$ cat src/rtl/four_bit_reg_arbiter.sv
// Round-robin arbiter for four writers sharing one 4-bit register.
// A grant is one LOAD cycle (ack), then HOLD_CYCLES idle cycles before the next grant.
module four_bit_reg_arbiter #(
    parameter int HOLD_CYCLES = 2
) (
    input  logic       clk,
    input  logic       reset,
    input  logic [3:0] req,
    input  logic [3:0] wdata0,
    input  logic [3:0] wdata1,
    input  logic [3:0] wdata2,
    input  logic [3:0] wdata3,
    output logic [3:0] ack,
    output logic [1:0] grant_id,
    output logic       busy,
    output logic [3:0] q,
    output logic [3:0] q_bar,
    output logic [7:0] wr_count
);
    typedef enum logic [1:0] {
        S_IDLE = 2'd0,
        S_LOAD = 2'd1,
        S_HOLD = 2'd2
    } state_t;

    localparam logic [3:0] HOLD_INIT = (HOLD_CYCLES == 0) ? 4'd0 : 4'(HOLD_CYCLES - 1);

    state_t     r_state;
    logic [1:0] r_rr_ptr;
    logic [1:0] r_grant_id;
    logic [3:0] r_hold_cnt;
    logic [3:0] r_q;
    logic [7:0] r_wr_count;

    logic [3:0] w_wdata [4];
    logic [3:0] w_rot_req;
    logic [1:0] w_offset;
    logic [1:0] w_winner;

    assign w_wdata[0] = wdata0;
    assign w_wdata[1] = wdata1;
    assign w_wdata[2] = wdata2;
    assign w_wdata[3] = wdata3;

    // Rotate requests so that bit 0 is the requester rr_ptr points at.
    genvar gi;
    generate
        for (gi = 0; gi < 4; gi++) begin : g_rot
            logic [1:0] w_idx;
            assign w_idx         = r_rr_ptr + 2'(gi);
            assign w_rot_req[gi] = req[w_idx];
        end
    endgenerate

    always_comb begin
        w_offset = 2'd3;
        if (w_rot_req[0])      w_offset = 2'd0;
        else if (w_rot_req[1]) w_offset = 2'd1;
        else if (w_rot_req[2]) w_offset = 2'd2;
    end

    assign w_winner = r_rr_ptr + w_offset;

    // Ack is gated by reset so a reset landing on LOAD never acknowledges.
    generate
        for (gi = 0; gi < 4; gi++) begin : g_ack
            assign ack[gi] = (r_state == S_LOAD) && !reset && (r_grant_id == 2'(gi));
        end
    endgenerate

    always_ff @(posedge clk) begin
        if (reset) begin
            r_state    <= S_IDLE;
            r_rr_ptr   <= 2'd0;
            r_grant_id <= 2'd0;
            r_hold_cnt <= 4'd0;
            r_q        <= 4'h0;
            r_wr_count <= 8'd0;
        end else begin
            case (r_state)
                S_IDLE: begin
                    if (|req) begin
                        r_grant_id <= w_winner;
                        r_state    <= S_LOAD;
                    end
                end
                S_LOAD: begin
                    r_q        <= w_wdata[r_grant_id];
                    r_wr_count <= r_wr_count + 8'd1;
                    r_rr_ptr   <= r_grant_id + 2'd1;
                    r_hold_cnt <= HOLD_INIT;
                    r_state    <= (HOLD_CYCLES == 0) ? S_IDLE : S_HOLD;
                end
                S_HOLD: begin
                    if (r_hold_cnt == 4'd0) r_state <= S_IDLE;
                    else                    r_hold_cnt <= r_hold_cnt - 4'd1;
                end
                default: r_state <= S_IDLE;
            endcase
        end
    end

    assign grant_id = r_grant_id;
    assign busy     = (r_state != S_IDLE);
    assign q        = r_q;
    assign q_bar    = ~r_q;
    assign wr_count = r_wr_count;

endmodule

$ cat config.mk
export PLATFORM = sky130hd
export DESIGN_NAME = four_bit_reg_arbiter
export DESIGN_NICKNAME = d
export VERILOG_FILES = /design/src/rtl/four_bit_reg_arbiter.sv
export SDC_FILE = /design/constraint.sdc
export NUM_CORES = 1
export LEC_CHECK = 0
export CAP_MARGIN = 40
export CORE_MARGIN = 3
export CORE_UTILIZATION = 25
export CTS_BUF_LIST = sky130_fd_sc_hd__clkbuf_4 sky130_fd_sc_hd__clkbuf_8 sky130_fd_sc_hd__clkbuf_16
export DETAILED_ROUTE_END_ITERATION = 12
export PLACE_DENSITY = 0.61
export REMOVE_ABC_BUFFERS = 1
export SETUP_SLACK_MARGIN = 0.5
export SKIP_LAST_GASP = 1
export SLEW_MARGIN = 10
export SYNTH_ARGS = -nofsm -noshare
export SYNTH_HDL_FRONTEND = slang
export SYNTH_SLANG_ARGS = --single-unit
$ cat constraint.sdc
create_clock -name clk -period 2 [get_ports clk]
set_clock_uncertainty 0.1 [all_clocks]
set_input_delay 0.6 -clock clk [delete_from_list [all_inputs] [get_ports clk]]
set_output_delay 0.6 -clock clk [all_outputs]
set_load 0.01 [all_outputs]
==> After elaboration in Yosys (flattened, before gate mapping) <==
Cells that the tools add are included.
{ "word_totals": {"romBits": 0, "n_memories": 0, "mem_bits_rw": 0, "input_bits": 22, "word_cells": 58, "output_inout_bits": 23, "ff_bits": 22, "latch_bits": 0} }
{ "op_classes": {"bitwise": 2, "n_mux": 17, "n_div": 0, "reduce_logical": 15, "n_eq_ne": 8, "add_sub_neg": 6, "shift": 0, "n_lt_le_gt_ge": 4, "n_mul": 0} }
{ "ops": {"columns": ["cell", "n"], "rows": [
  ["$mux 4", 3],
  ["$lt 2x3->1 const B", 3],
  ["$add 8x1->8 const B", 1],
  ["$bmux 4 s2", 1],
  ["$mux 2", 4],
  ["$pmux 4 s2", 1],
  ["$bmux 1 s2", 3],
  ["$eq 2x2->1 const B", 3],
  ["$ne 2x2->1 const B", 3],
  ["$pmux 2 s3", 1],
  ["$reduce_and 2->1", 3],
  ["$logic_and 1x1->1", 5],
  ["$add 2x1->2 const B", 2],
  ["$eq 2x1->1 const B", 2],
  ["$logic_not 2->1", 2],
  ["$logic_not 4->1", 1],
  ["$mux 1", 4],
  ["$not 4->4", 1],
  ["$reduce_bool 2->1", 2],
  ["$reduce_or 4->1", 1],
  ["$sub 4x1->4 const B", 1],
  ["$ge 3x3->1 const B", 1],
  ["$not 2->3", 1],
  ["$add 2x2->2", 1],
  ["other kinds (2)", 2]
]} }

==> Logic depth before layout (Yosys ltp) <==
{ "logic_depth": {"depth_word": 7, "mapped_depth": 8} }

==> Worst setup path after synthesis <==
No wires, ideal clock.
{ "synth_timing": {"kind": "input to register", "from": "input port req[1]", "to": "register r_grant_id[1] (netlist: grant_id[1])", "setup_ps": 91, "path_buffers": 0, "arrival_time_ps": 1689, "setup_slack_ps": 120, "cell_stages": 7, "path_cell_list": "inv_1 -> nor3_1 -> a31oi_1 -> o211ai_1 -> ha_1 -> or3_1 -> a311oi_1"} }
{ "synth_via": {"elab_chain_cells": 6, "elab_cells_between_ends": 12} }
{ "synth_lines": {"columns": ["element", "line", "source"], "rows": [
  ["start, declared", "8", "input logic [3:0] req,"],
  ["$bmux 1 s2", "51", "assign w_rot_req[gi] = req[w_idx];"],
  ["$mux 1 (not written as such)", "51", null],
  ["$mux 1", "59", "else if (w_rot_req[2]) w_offset = 2'd2;"],
  ["$mux 2", "58", "else if (w_rot_req[1]) w_offset = 2'd1;"],
  ["$mux 2", "57", "if (w_rot_req[0]) w_offset = 2'd0;"],
  ["$add 2x2->2", "62", "assign w_winner = r_rr_ptr + w_offset;"],
  ["end signal, assigned", "83", "r_grant_id <= w_winner;"],
  ["end, declared", "30", "logic [1:0] r_grant_id;"]
]} }
Parallel ways exist; a longest one is shown, timed or not. The select of a mux whose other input is x is not followed.
A chain may end at the register's enable or synchronous reset.

==> Worst setup path in the final report <==
{ "layout_timing": {"from": "register r_state[1]", "to": "output port ack[2]"} }
{ "layout_via": {"elab_chain_cells": 3} }
{ "layout_lines": {"columns": ["element", "line", "source"], "rows": [
  ["start, declared", "28", "state_t r_state;"],
  ["start signal, assigned", "92", "r_state <= (HOLD_CYCLES == 0) ? S_IDLE : S_HOLD;"],
  ["$eq 2x1->1", "67", "assign ack[gi] = (r_state == S_LOAD) && !reset && (r_grant_id == 2'(gi));"],
  ["$logic_and 1x1->1 (2 in series)", "67", null],
  ["end, declared", "13", "output logic [3:0] ack,"]
]} }
Every way passes these cells.

==> impl_metrics.py <==
metrics = {
    "run_status": {
        "status": "complete, no violations",
    },
    "place": {
        "place_inst": 244,
        "hpwl_mm": 2.24,
        "gp_congestion": 0.743,
        "post_dp_cell_area_mm2": 0.00177,
        "portBuffers": 44,
    },
    "synthesis": {
        "syn-cell-area_mm2": 0.00121,
        "synth-seq-area-share_pct": 36.4,
        "netlist-cell-type-count": 36,
        "synth_xor_area_share_pct": 4.34,
        "synth_top_family_by_area": "simple AND/OR/NAND/NOR gates",
        "yosys.area_share.simple_pct": 25.2,
        "synthCells": 142,
        "ys_ff_latch": 22,
        "syn_area_per_cell_um2": 8.52,
        "yosys_warnings": 0,
        "synth_compound_area_share_pct": 11.0,
        "synth_adder_area_share_pct": 7.24,
        "muxShareOfSynthArea_pct": 10.0,
    },
    "critical_path": {
        "cpMostUsedCell": "buf_6",
        "critical_path.max_fanout": 3,
        "path_buf_inv": 2,
        "rrSetupSlack_ps": 270,
        "path_depth": 5,
        "cp.arrival_ps": 1140,
        "path_delay_family": "simple AND/OR/NAND/NOR gates",
        "cp_slowest_cell": "dfxtp_2",
        "critPathKind": "reg2out",
        "reg2reg_depth": 6,
        "critPathCaptureType": "output pin",
        "path_cells": "nand2b_4 > nor2_4 > buf_6 > and2_4 > buf_6",
        "critPathMaxStageDelay_ps": 320,
        "worst_ep_required_time_ps": 1300,
        "start_kind": "flop",
    },
    "timing": {
        "fin_crit_sh_pct": 92.2,
        "setup-violations-final": 0,
        "fmax_mhz": 542,
        "worst_slew_pin_slew_ps": 425,
        "rsz0062_at_grt": "true",
        "slew_violations": 0,
        "whs_ps": 363,
        "finalHoldViolCount": 0,
        "finalCriticalPeriod_ps": 1840,
        "max_slew_margin_pct": 71.4,
    },
    "finish": {
        "ff_latch_area_um2": 479,
        "multiInputGateArea_um2": 811,
        "fillCellCount": 469,
        "n_antenna_cell": 0,
        "fin_area_mm2": 0.00208,
        "drive_gt1_share_pct": 52.6,
        "syn_to_final_growth_pct": 72.3,
        "final_util_pct": 46.3,
        "layout.cells.non_filler": 267,
        "nets": 245,
    },
    "clocking": {
        "cts_root_buf": "clkbuf_8",
        "cts_tree": "yes",
        "worstSkewPairLatency_ps": 260,
        "htree_levels": 1,
        "cts_buffers": 3,
        "cts_max_path_buffers": 2,
        "clk_pin_slew_worst_paths_ps": 80,
        "clkSinkCount": 22,
    },
    "die": {
        "die_area_mm2": 0.00571,
        "die_w_um": 75.6,
        "chipHeight_um": 75.6,
        "row_count": 24,
        "start_util_pct": 26.9,
        "io_pins": 45,
        "core_region_area_mm2": 0.00450,
    },
    "routing": {
        "dr.pass1.iters": 4,
        "drc_errors": 0,
        "num_vias": 1243,
        "viasPerCell": 4.66,
        "wl_per_cell_um": 12.5,
        "wl_mm": 3.33,
        "drtIter0Drc": 57,
        "ant_nets": 0,
    },
    "min_path": {
        "holdPathStages": 2,
        "hold_class": "reg2reg",
    },
    "grt": {
        "grt_overflow": 0,
        "grt_max_degree": 23,
        "grt_pass1_wl_mm": 5.46,
        "grt_usage_pct": 12.1,
        "grt_antenna_before_repair": 0,
        "grt_pass1_vias": 1253,
    },
    "flow_run": {
        "cap_violations": 0,
    },
    "pwr": {
        "ir_worst_vdd_uv": 289,
        "power_density_mw_per_mm2": 626,
        "p_leak_nw": 0.903,
    },
}
## registers in the layout, summed over array words and instances, names as in the netlist
register	cells
wr_count	8
r_state	2
r_rr_ptr	2
grant_id	2
r_hold_cnt	4
q	4
## tightest hold or removal path: stages, from the launching register on
cell     delay [ps]
dfxtp_2         330
nand2_1          50
a21oi_1          50
## layer usage
layer	global-route usage [%]	up-vias	share of wire (%)
li1	-	633	-
met3	1.85	2	4.6
met4	4.08	0	0.81
met5	0	-	0
met2	21.5	30	51
met1	15.0	578	43
## final cells by class
cell class                 count  area share, %
clock buffer                   4           2.64
inverter                      10           1.92
tap                           52           3.12
multi-input combinational    104           38.9
timing repair buffer          75           30.4
sequential                    22           23.0
## cells in the mapped netlist
cell / instances / area share (%)
o21a_1: 1 / 0.62
dfxtp_1: 22 / 36
a31oi_1: 1 / 0.52
and4b_1: 1 / 0.83
nand2b_1: 3 / 1.6
nor4_1: 1 / 0.52
buf_6: 1 / 0.93
o21ai_1: 3 / 1.2
nor3b_2: 1 / 1.0
a211oi_1: 2 / 1.2
inv_1: 10 / 3.1
nor2b_1: 1 / 0.52
clkbuf_1: 3 / 0.93
or2_1: 1 / 0.52
o211ai_1: 2 / 1.2
nor3_1: 7 / 2.9
a21oi_1: 10 / 4.1
nand4_1: 3 / 1.6
nand3b_1: 1 / 0.62
mux2i_1: 2 / 1.7
mux4_2: 4 / 7.4
mux2_2: 1 / 0.93
and3_1: 1 / 0.52
nor2_1: 16 / 5.0
xnor2_1: 3 / 2.2
ha_1: 7 / 7.2
and2_1: 4 / 2.1
or4_1: 1 / 0.62
nand3_1: 1 / 0.41
a311oi_1: 1 / 0.72
buf_2: 2 / 0.83
nand2_1: 16 / 5.0
nor3b_1: 1 / 0.62
or3_1: 2 / 1.0
xor2_1: 3 / 2.2
o21ai_0: 3 / 1.2
## stage by stage
stage	worst slack (ps)	total power, mW	setup TNS [ps]
after floorplan	108	0.697	0
after global placement	-633	0.900	-3230
after detailed placement	-668	0.901	-3410
after CTS	127	1.27	0
after global routing	99.4	1.39	0
final	156	1.30	0
## cells by family after synthesis
family | Yosys count
and+or+nand+nor | 61
AOI/OAI and AO/OA | 23
buffers and inverters | 16
DFF | 22
adders and majority gates | 7
xor gates and xnor gates | 6
muxes | 7
## worst paths after layout
kind                    start           to
setup / recovery   r_state[1]       ack[2]
setup reg to reg  r_rr_ptr[0]  grant_id[1]
hold / removal           q[1]         q[1]
hold reg to reg          q[1]         q[1]
## cells in the final DEF (no fill, tap or decap), types with 4 or more instances in the layout
cell type,count
dfxtp_4,6
nand2_1,15
nor3_1,6
clkbuf_8,4
dfxtp_2,13
dlygate4sd2_1,16
buf_2,14
buf_4,24
buf_6,19
inv_1,4
a21oi_1,9
o21ai_1,4
nor2_1,12
inv_2,5
mux4_2,4
ha_1,4
## what timing repair did
action,in CTS,in global routing
setup endpoints to repair,33,20
buffers inserted,16,3
gates resized for setup,187,30
hold buffers,0,0
pin swaps,21,9
## power breakdown
group	switching [mW]	internal (mW)	leakage, nW	total (mW)
sequential	0.0432	0.477	0.189	0.520
combinational	0.195	0.275	0.685	0.470
clock	0.139	0.175	0.0288	0.314
total	0.377	0.928	0.903	1.30
No activity file was read; power rests on OpenSTA's default activity.
